File: config.mk
export PLATFORM = sky130hd
export DESIGN_NAME = maze_mem_arbiter
export DESIGN_NICKNAME = d
export VERILOG_FILES = /design/src/rtl/maze_mem_arbiter.sv
export SDC_FILE = /design/constraint.sdc
export NUM_CORES = 1
export LEC_CHECK = 0
export CAP_MARGIN = 20
export CORE_ASPECT_RATIO = 1.75
export CORE_MARGIN = 2
export CORE_UTILIZATION = 30
export DETAILED_ROUTE_END_ITERATION = 7
export GPL_TIMING_DRIVEN = 0
export PLACE_DENSITY_LB_ADDON = 0.1
export SYNTH_ARGS = -nofsm -noshare
export SYNTH_HDL_FRONTEND = slang
export SYNTH_SLANG_ARGS = --single-unit
File: constraint.sdc
create_clock -name clk -period 1.6 [get_ports clk]
set_input_delay 0.24 -clock clk [delete_from_list [all_inputs] [get_ports clk]]
set_output_delay 0.24 -clock clk [all_outputs]
set_load 0.005 [all_outputs]
File: src/rtl/maze_mem_arbiter.sv
// Shares the single-port maze cell RAM among the renderer, carver and player.
// Grants and the RAM access are combinational in the same cycle; read data returns one cycle later.
// Display always wins; carver/player alternate round-robin; a clear sweep blocks every requester.
module maze_mem_arbiter #(
  parameter int ADDR_W     = 12,
  parameter int CELL_W     = 2,
  parameter int START_ADDR = 0
) (
  input  logic              clk,
  input  logic              reset,
  input  logic              clear_req,
  output logic              clear_busy,
  output logic              clear_done,
  input  logic              vid_req,
  input  logic [ADDR_W-1:0] vid_addr,
  output logic              vid_gnt,
  output logic              vid_rvalid,
  output logic [CELL_W-1:0] vid_rdata,
  input  logic              cv_req,
  input  logic              cv_we,
  input  logic [ADDR_W-1:0] cv_addr,
  input  logic [CELL_W-1:0] cv_wdata,
  output logic              cv_gnt,
  output logic              cv_rvalid,
  output logic [CELL_W-1:0] cv_rdata,
  input  logic              pl_req,
  input  logic [ADDR_W-1:0] pl_addr,
  output logic              pl_gnt,
  output logic              pl_rvalid,
  output logic [CELL_W-1:0] pl_rdata,
  output logic              mem_en,
  output logic              mem_we,
  output logic [ADDR_W-1:0] mem_addr,
  output logic [CELL_W-1:0] mem_wdata,
  input  logic [CELL_W-1:0] mem_rdata
);

  typedef enum logic [1:0] {ARB, CLEAR, SEED} state_t;

  localparam logic [ADDR_W:0]   CNT_ONE    = {{ADDR_W{1'b0}}, 1'b1};
  localparam logic [ADDR_W-1:0] START_CELL = ADDR_W'(START_ADDR);
  localparam logic [CELL_W-1:0] CELL_PATH  = {CELL_W{1'b1}};

  state_t            state, state_nxt;
  logic [ADDR_W:0]   cnt, cnt_nxt;
  // rr_ptr = 0 prefers the carver, 1 prefers the player
  logic              rr_ptr, rr_nxt;
  logic [CELL_W-1:0] vid_hold, cv_hold, pl_hold;

  assign clear_busy = (state != ARB);

  // Read data is live from the RAM on the return cycle, otherwise the last returned value
  assign vid_rdata = vid_rvalid ? mem_rdata : vid_hold;
  assign cv_rdata  = cv_rvalid  ? mem_rdata : cv_hold;
  assign pl_rdata  = pl_rvalid  ? mem_rdata : pl_hold;

  // Next-state, arbitration and RAM command decode
  always_comb begin
    state_nxt = state;
    cnt_nxt   = cnt;
    rr_nxt    = rr_ptr;
    vid_gnt   = 1'b0;
    cv_gnt    = 1'b0;
    pl_gnt    = 1'b0;
    mem_en    = 1'b0;
    mem_we    = 1'b0;
    mem_addr  = '0;
    mem_wdata = '0;
    case (state)
      ARB: begin
        if (vid_req) begin
          vid_gnt  = 1'b1;
          mem_en   = 1'b1;
          mem_addr = vid_addr;
        end else if (cv_req && (!pl_req || !rr_ptr)) begin
          cv_gnt    = 1'b1;
          mem_en    = 1'b1;
          mem_we    = cv_we;
          mem_addr  = cv_addr;
          mem_wdata = cv_we ? cv_wdata : '0;
          rr_nxt    = 1'b1;
        end else if (pl_req) begin
          pl_gnt   = 1'b1;
          mem_en   = 1'b1;
          mem_addr = pl_addr;
          rr_nxt   = 1'b0;
        end
        // The sweep starts next cycle; this cycle's grant still completes
        if (clear_req) begin
          state_nxt = CLEAR;
          cnt_nxt   = '0;
        end
      end
      CLEAR: begin
        mem_en   = 1'b1;
        mem_we   = 1'b1;
        mem_addr = cnt[ADDR_W-1:0];
        cnt_nxt  = cnt + CNT_ONE;
        // Counter carries into its top bit after the last cell is written
        if (cnt_nxt[ADDR_W]) state_nxt = SEED;
      end
      SEED: begin
        mem_en    = 1'b1;
        mem_we    = 1'b1;
        mem_addr  = START_CELL;
        mem_wdata = CELL_PATH;
        cnt_nxt   = '0;
        state_nxt = ARB;
      end
      default: begin
        state_nxt = ARB;
        cnt_nxt   = '0;
      end
    endcase
  end

  // State, sweep counter and round-robin pointer
  always_ff @(posedge clk) begin
    if (reset) begin
      state  <= ARB;
      cnt    <= '0;
      rr_ptr <= 1'b0;
    end else begin
      state  <= state_nxt;
      cnt    <= cnt_nxt;
      rr_ptr <= rr_nxt;
    end
  end

  // Owner tags for the read returning next cycle, and the sweep-complete pulse
  always_ff @(posedge clk) begin
    if (reset) begin
      vid_rvalid <= 1'b0;
      cv_rvalid  <= 1'b0;
      pl_rvalid  <= 1'b0;
      clear_done <= 1'b0;
    end else begin
      vid_rvalid <= vid_gnt;
      cv_rvalid  <= cv_gnt && !cv_we;
      pl_rvalid  <= pl_gnt;
      clear_done <= (state == SEED);
    end
  end

  // Capture returned data so each rdata holds between returns
  always_ff @(posedge clk) begin
    if (reset) begin
      vid_hold <= '0;
      cv_hold  <= '0;
      pl_hold  <= '0;
    end else begin
      if (vid_rvalid) vid_hold <= mem_rdata;
      if (cv_rvalid)  cv_hold  <= mem_rdata;
      if (pl_rvalid)  pl_hold  <= mem_rdata;
    end
  end

endmodule

; After elaboration in Yosys (flattened, before gate mapping)
; Index checks and enable logic that the tools add are counted.
[op_classes]
n_eq_ne = 4
n_addsub = 1
n_bitwise = 1
muxes = 33
n_reduce_logical = 12
[op_table]
columns = operator, n
row1 = $mux 12, 3
row2 = $pmux 13 s2, 1
row3 = $pmux 12 s2, 1
row4 = $mux 2, 8
row5 = $mux 1, 15
row6 = $add 13x1->13 const B, 1
row7 = $mux 13, 1
row8 = $pmux 2 s2, 2
row9 = $ne 2x2->1 const B, 2
row10 = $pmux 1 s2, 2
row11 = $reduce_bool 2->1, 2
row12 = $logic_not 1->1, 3
row13 = $reduce_and 3->1, 1
row14 = $eq 2x1->1 const B, 1
row15 = $eq 2x2->1 const B, 1
row16 = $logic_and 1x1->1, 2
row17 = $logic_not 2->1, 1
row18 = $reduce_and 2->1, 1
row19 = $reduce_or 2->1, 1
row20 = $logic_or 1x1->1, 1
row21 = $not 1->1, 1
[totals]
wordCells = 61
reg_bits = 26
in_bits = 47

; Logic depth before layout (Yosys ltp)
; Gate-level depths: netlist of the first run.
[depth]
ltp_word = 7
ltp_mapped = 9

; Worst setup path before layout of the first run
; OpenSTA, ideal clock, no wires.
[synth_timing]
path_type = reg-to-output
from = reg state[0]
to = out mem_wdata[1]
t_arrival_ns = 1.514
t_required_ns = 1.360
path_stages_with_launch = 7
path_slack_ns = -0.154
path_buffers = 1
cell_sequence = dfxtp_1 -> inv_1 -> ha_1 -> buf_2 -> inv_1 -> nor3b_1 -> a41o_1
[synth_via]
elab_chain_len = 2
word_cells_on_any_way = 3
[synth_lines]
columns = element, line_no
row1 = "start, declared", 44  ; state_t state, state_nxt;
row2 = "start signal, assigned", 124  ; state <= state_nxt;
row3 = $eq 2x2->1 / $logic_not 2->1 (equally long branches), 69  ; case (state)
row4 = $pmux 2 s2 (*), 69
row5 = "end, declared", 34  ; output logic [CELL_W-1:0] mem_wdata,
; Mark *: on every way between the ends. The rest lies on a longest branch, timed or not.

; Final worst setup path of the first run
[layout_timing]
from = reg rr_ptr
to = out mem_addr[0]
[layout_via]
elab_chain_len = 6
[layout_lines]
columns = element, line_no
row1 = "start, declared", 47  ; logic rr_ptr, rr_nxt;
row2 = "start signal, assigned", 126  ; rr_ptr <= rr_nxt;
row3 = $logic_not 1->1, 75  ; end else if (cv_req && (!pl_req || !rr_ptr)) begin
row4 = $logic_or 1x1->1, 75
row5 = $logic_and 1x1->1, 75
row6 = $mux 12, 75
row7 = $mux 12, 71  ; if (vid_req) begin
row8 = $pmux 12 s2, 69
row9 = "end, declared", 33  ; output logic [ADDR_W-1:0] mem_addr,
; Every way passes these cells.

==> impl_results.md, run 1 <==
* Status: complete, but fails checks
* Failing checks: setup timing
* Worst Path Required at 1.36 ns
* First-pass GRT wire length at 9.56 mm
* Final nets at 383
* Area delta synth->final at 96.9%
* MaxCap Viol Count at 0
* Post-Place Worst Slack at -1.13 ns
* CTS buffer count at 3
* Share of cells above drive strength 1 at 0.439
* WL final at 6.12 mm
* Grt ovf at 0
* Cells after synthesis at 207
* DRT iter0 DRCs at 23
* Sequential area share after synthesis at 0.326
* PwrDens at 612 nW/um2
* Largest net degree at the start of global routing at 16
* Initial antenna violation count at 0
* Setup repair after global routing missed its margin: true
* RD Place Congestion at 0.805
* Cell Rows at 35
* Data arrival, critical path at 1.73 ns
* CP startpoint kind: register
* Flops & latches, synth at 26
* Overall power at 1930 uW
* Post-synth EDFFs at 0
* Worst-skew pair later-pin latency at 0.27 ns
* Clock buffer depth at 2
* Initial Util at 0.306
* Synth Area in XOR/XNOR at 0.0650
* Hold Crit Class: register to register
* Vias at 1915
* CTS tree: done
* Fin area at 3140 um2
* Final Critical Period at 1.97 ns
* Worst path buffer plus inverter count at 5
* Crit path cell chain: a21boi_4 -> buf_12 -> buf_8 -> buf_6 -> buf_6 -> a21oi_2 -> o21ai_1 -> a22o_1 -> buf_2
* Yosys Warn Count at 0
* VDD IR max at 0.000318 V
* Synth Area in Adders at 0.0392
* Vias in the first global route at 1964
* Main combinational cell family by area after synthesis: simple AND/OR/NAND/NOR gates
* Diode count at 0
* Primary FF master, synth: dfxtp_1
* Clock root cell: clkbuf_8
* Die height at 101 um
* # DRC at 0
* Simple-gate share of the synthesized area at 0.277
* Top delay family on crit path: buffers and inverters
* Num ports at 77
* Netlist Area Pre-Place at 1600 um2
* Final Skew at 0.00210 ns
* FFs w/ async S/R, synth at 0
* CTS Hold Bufs at 0
* Fmax at 0.507 GHz
* Clock slew at reported path FFs at 0.10 ns
* Post-synthesis compound-gate area fraction at 0.208
* CTS H-tree lvls at 1
* Netlist cell types at 36
* Multiplexer share of the synthesized area at 0.0423
* Pins Over Slew Limit at 0
* Final setup violation count at 19
* Worst Max-Slew Pin Slew at 0.559 ns
* Worst Slack Setup Final at -0.372 ns
* Syn_area_per_cell at 7.71 um2
* Delay of the slowest critical-path stage at 0.37 ns
* Normalized max-slew margin at 0.627
* Post-route ant nets at 0
* Die Area at 5940 um2
* Leak at 0.00135 uW
* Syn Nets at 259
* Port Buf Inserts at 75
* CTS Sinks at 26
* Period utilization at 1.23
* Die Width at 59.1 um
* Critical path's slowest cell: dfxtp_2
* Critical path class: register to primary output
* Placeable Area at 5210 um2
* Pre-antenna DRT Iters at 4
* Crit-path max FO at 5
* Vias per cell at 4.97
* Layout Utilization at 0.603
* Final hold violation count at 0
* DP Wirelength at 4.11 mm
* GRT Total Usage at 0.209
* Avg WL per Cell at 15.9 um
* Critical Path Sink Type: primary output
* Dpl cell area at 2420 um2
* Crit path top cell by count: buf_6
## cell families (layout without fill, tap and decap cells)
logic type | Yosys count | in the layout
AOI/OAI and AO/OA | 51 | 51
xor gates and xnor gates | 11 | 11
adders and majority gates | 5 | 5
buffers and inverters | 16 | 139
DFF | 26 | 26
muxes | 6 | 6
and+or+nand+nor | 92 | 92
## final cells by class
class	count	area (um2)
Fill cell	476	2070
Multi-Input combinational cell	165	1220
Timing Repair Buffer	121	1110
Sequential cell	26	552
Buffer	10	98.8
Tap cell	55	68.8
Clock buffer	3	41.3
Clock inverter	1	30.0
Inverter	4	20.0
## path summary, 6_finish.rpt
| kind | startpoint | to | slack, ns | cells after the start |
|---|---|---|---|---|
| setup / recovery | rr_ptr | mem_addr[0] | -0.37 | 9 |
| hold / removal | cnt[1] | cnt[1] | 0.50 | 2 |
| hold reg to reg | cnt[1] | cnt[1] | 0.50 | 2 |
| setup reg to reg | state[0] | cnt[6] | -0.03 | 8 |
## metal layers
layer | share of wire | GRT usage
met1 | 0.35 | 0.217
met2 | 0.58 | 0.419
met3 | 0.034 | 0.0167
met4 | 0.032 | 0.0647
met5 | 0 | 0
## tightest hold or removal path: cells and delay by family, from the launching register on
family | cells | cell delay (ns)
AOI/OAI and AO/OA | 1 | 0.05
DFF | 1 | 0.37
and+or+nand+nor | 1 | 0.05
## metrics by stage
stage / TNS (ns) / hold slack (ns) / cells
floorplan: 0 / 0.312 / 207
global placement: -21.24 / 0.486 / 337
detailed placement: -21.29 / 0.496 / 337
CTS: -5.53 / 0.501 / 380
global route: -5.98 / 0.522 / 385
finish: -4.42 / 0.505 / 385
## layout by cell type (no fill, tap or decap), types with 2 or more instances in the layout
| cell | count |
|---|---|
| clkdlybuf4s50_1 | 47 |
| nand2_1 | 34 |
| buf_4 | 25 |
| buf_6 | 23 |
| nor2_1 | 19 |
| buf_2 | 16 |
| a21oi_2 | 13 |
| o21ai_1 | 11 |
| a22o_1 | 11 |
| dfxtp_1 | 11 |
| dfxtp_2 | 10 |
| nor2b_1 | 9 |
| nor2_2 | 7 |
| xor2_1 | 7 |
| mux2_2 | 6 |
| clkbuf_8 | 5 |
| dfxtp_4 | 5 |
| dlygate4sd2_1 | 5 |
| nand3_1 | 4 |
| clkdlybuf4s15_1 | 4 |
| o21ai_2 | 3 |
| or3_1 | 3 |
| a21oi_1 | 3 |
| ha_1 | 3 |
| clkbuf_4 | 2 |
| buf_1 | 2 |
| buf_8 | 2 |
| a21oi_4 | 2 |
| nor2_4 | 2 |
| inv_2 | 2 |
| nand4_1 | 2 |
| xnor2_1 | 2 |
| ha_4 | 2 |
## power by group
| group | switching (uW) | internal [uW] |
|---|---|---|
| sequential | 13.3 | 659 |
| clock | 220 | 335 |
| combinational | 282 | 417 |
## what timing repair did
item,in CTS,in global routing
pin swaps,34,31
resized for setup,178,41
cloned,3,0
setup buffers,37,9
setup endpoints to repair,43,35
## registers in the layout, indices dropped and copies added, names as in the netlist
signal	count
pl_rvalid	1
rr_ptr	1
cv_hold	2
clear_done	1
cnt	13
vid_hold	2
vid_rvalid	1
pl_hold	2
state	2
cv_rvalid	1
## Yosys cell counts (5+ instances only)
cell      number  area share
nor2b_1       10       0.039
clkbuf_1       7       0.016
nor2_1        28       0.066
dfxtp_1       26        0.33
ha_1           5       0.039
xor2_1         7       0.038
mux2_2         6       0.042
o21ai_0       14       0.044
nand2_1       34       0.080
a22o_1        11       0.060
a21oi_1       18       0.056
nand3_1        5       0.016
Power figures use the tool's default switching activity.
==> inputs of run 2 (changes only) <==
--- a/config.mk
+++ b/config.mk
@@ -8,10 +8,11 @@
 export CAP_MARGIN = 20
 export CORE_ASPECT_RATIO = 1.75
 export CORE_MARGIN = 2
-export CORE_UTILIZATION = 30
+export CORE_UTILIZATION = 35
 export DETAILED_ROUTE_END_ITERATION = 7
 export GPL_TIMING_DRIVEN = 0
 export PLACE_DENSITY_LB_ADDON = 0.1
+export SETUP_SLACK_MARGIN = 0.02
 export SYNTH_ARGS = -nofsm -noshare
 export SYNTH_HDL_FRONTEND = slang
 export SYNTH_SLANG_ARGS = --single-unit
==> impl_results.md, run 2 (synthesized netlist as in run 1, its figures left out) <==
* Status: complete, but fails checks (unchanged)
* Failing checks: setup timing (unchanged)
* CTS buffer count at 3 (unchanged)
* Setup repair after global routing missed its margin: true (unchanged)
* Crit-path max FO at 5 (unchanged)
* Worst Path Required at 1.36 ns (about the same)
* Hold Crit Class: register to register (unchanged)
* PwrDens at 601 nW/um2 (was 612 nW/um2)
* Initial antenna violation count at 0 (unchanged)
* Most common cell after layout, fill and taps aside: clkdlybuf4s50_1 (unchanged)
* Layout Utilization at 0.753 (was 0.603)
* Final Skew at 0.00350 ns (was 0.00210 ns)
* Final nets at 389 (was 383)
* CP startpoint kind: register (unchanged)
* Vias at 2009 (was 1915)
* WL final at 6.35 mm (was 6.12 mm)
* # DRC at 0 (unchanged)
* Overall power at 1990 uW (was 1930 uW)
* CTS tree: done (unchanged)
* Leak at 0.00141 uW (was 0.00135 uW)
* Data arrival, critical path at 1.74 ns (was 1.73 ns)
* CTS Sinks at 26 (unchanged)
* First-pass GRT wire length at 9.13 mm (was 9.56 mm)
* CTS Hold Bufs at 0 (unchanged)
* Max FFs per register at 13 (unchanged)
* Initial Util at 0.362 (was 0.306)
* Area delta synth->final at 108% (was 96.9%)
* Worst Max-Slew Pin Slew at 0.534 ns (was 0.559 ns)
* Pins Over Slew Limit at 0 (unchanged)
* Dpl cell area at 2420 um2 (about the same)
* Num ports at 77 (unchanged)
* Port Buf Inserts at 75 (unchanged)
* Fillers at 343 (was 476)
* RD Place Congestion at 0.851 (was 0.805)
* GRT Total Usage at 0.244 (was 0.209)
* Share of cells above drive strength 1 at 0.503 (was 0.439)
* Placeable Area at 4400 um2 (was 5210 um2)
* DP Wirelength at 4.04 mm (was 4.11 mm)
* Critical Path Sink Type: primary output (unchanged)
* Placed cells at 333 (was 337)
* Pre-antenna DRT Iters at 4 (unchanged)
* Largest net degree at the start of global routing at 16 (unchanged)
* VDD IR max at 0.000530 V (was 0.000318 V)
* Clock buffer depth at 2 (unchanged)
* Normalized max-slew margin at 0.644 (was 0.627)
* Worst Slack Setup Final at -0.385 ns (was -0.372 ns)
* CTS H-tree lvls at 1 (unchanged)
* Vias in the first global route at 1977 (was 1964)
* Most flop-heavy register: cnt (unchanged)
* Worst reg-to-reg setup slack at 0.01 ns (was -0.03 ns)
* Die Width at 55.1 um (was 59.1 um)
* Clock root cell: clkbuf_8 (unchanged)
* Final Critical Period at 1.98 ns (was 1.97 ns)
* Diode count at 0 (unchanged)
* Clock slew at reported path FFs at 0.10 ns (about the same)
* MaxCap Viol Count at 0 (unchanged)
* DRT iter0 DRCs at 21 (was 23)
* Final setup violation count at 18 (was 19)
* Avg WL per Cell at 16.4 um (was 15.9 um)
* Grt ovf at 0 (unchanged)
* Die height at 93.3 um (was 101 um)
* Fin cells at 387 (was 385)
* Hold WS at 0.515 ns (was 0.505 ns)
* Die Area at 5140 um2 (was 5940 um2)
* Fin area at 3310 um2 (was 3140 um2)
* Most frequent cells in the layout: clkdlybuf4s50_1 (47), nand2_1 (32), buf_4 (28) (was clkdlybuf4s50_1 (47), nand2_1 (34), buf_4 (25))
* Post-route ant nets at 0 (unchanged)
* Fmax at 0.504 GHz (was 0.507 GHz)
* Cell Rows at 32 (was 35)
* Final hold violation count at 0 (unchanged)
* Period utilization at 1.24 (was 1.23)
* Vias per cell at 5.19 (was 4.97)
* Critical path class: register to primary output (unchanged)
* Worst-skew pair later-pin latency at 0.28 ns (was 0.27 ns)
==> run 2: cell count changes in the layout (fill, tap and decap cells not counted), sizes merged <==
cell / change
dlygate4sd2: +2
buf: +5
clkdlybuf4s15: -3
clkbuf: +2
clkinv: -1
inv: +1
==> run 2: what timing repair did <==
item / 4_1_cts / 5_1_grt
setup endpoints to repair: 43 / 37
buffers inserted: 38 / 13
gates resized for setup: 178 / 69
pin swaps: 42 / 38
gates cloned: 3 / 1
==> run 2: final timing paths <==
| path | startpoint | end | cells after the start |
|---|---|---|---|
| hold reg to reg | rr_ptr | rr_ptr | 2 |
| setup reg to reg | state[1] | cnt[6] | 8 |
| hold / removal | rr_ptr | rr_ptr | 2 |
| setup / recovery | rr_ptr | mem_we | 8 |
==> run 2: power breakdown <==
part           total, uW  internal [uW]  switching, uW
combinational        753            442            311
clock                568            336            232
sequential           670            658           11.8
total               1990           1440            555
==> run 2: layout make-up <==
class	instances	area, um2	area share
multi-input combinational	165	1340	0.405
timing repair buffer	127	1160	0.351
clock buffer	3	41.3	0.0125
buffer	10	95.1	0.0287
sequential	26	553	0.167
clock inverter	1	30.0	0.00906
tap	51	63.8	0.0193
inverter	4	22.5	0.00680
==> run 2: worst max-delay path: stages, from the launching register on <==
cell,delay (ns)
dfxtp_2,0.34
a21boi_4,0.25
buf_6,0.15
nor3b_4,0.24
buf_6,0.14
buf_6,0.09
a21oi_2,0.04
nor2_1,0.08
buf_2,0.12
==> run 2: routing by layer <==
metal / global-route usage / wire length (um) / up-vias
li1: - / - / 966
met1: 0.238 / 2080 / 944
met2: 0.456 / 3610 / 75
met3: 0.0351 / 331 / 24
met4: 0.122 / 336 / 0
met5: 0 / 0 / -
==> run 2: through the flow <==
step | worst slack, ns | setup TNS [ns]
after floorplan | 0.0234 | 0
after global placement | -1.13 | -21.16
after detailed placement | -1.13 | -21.37
after CTS | -0.360 | -5.30
after global routing | -0.493 | -6.94
final | -0.385 | -5.37
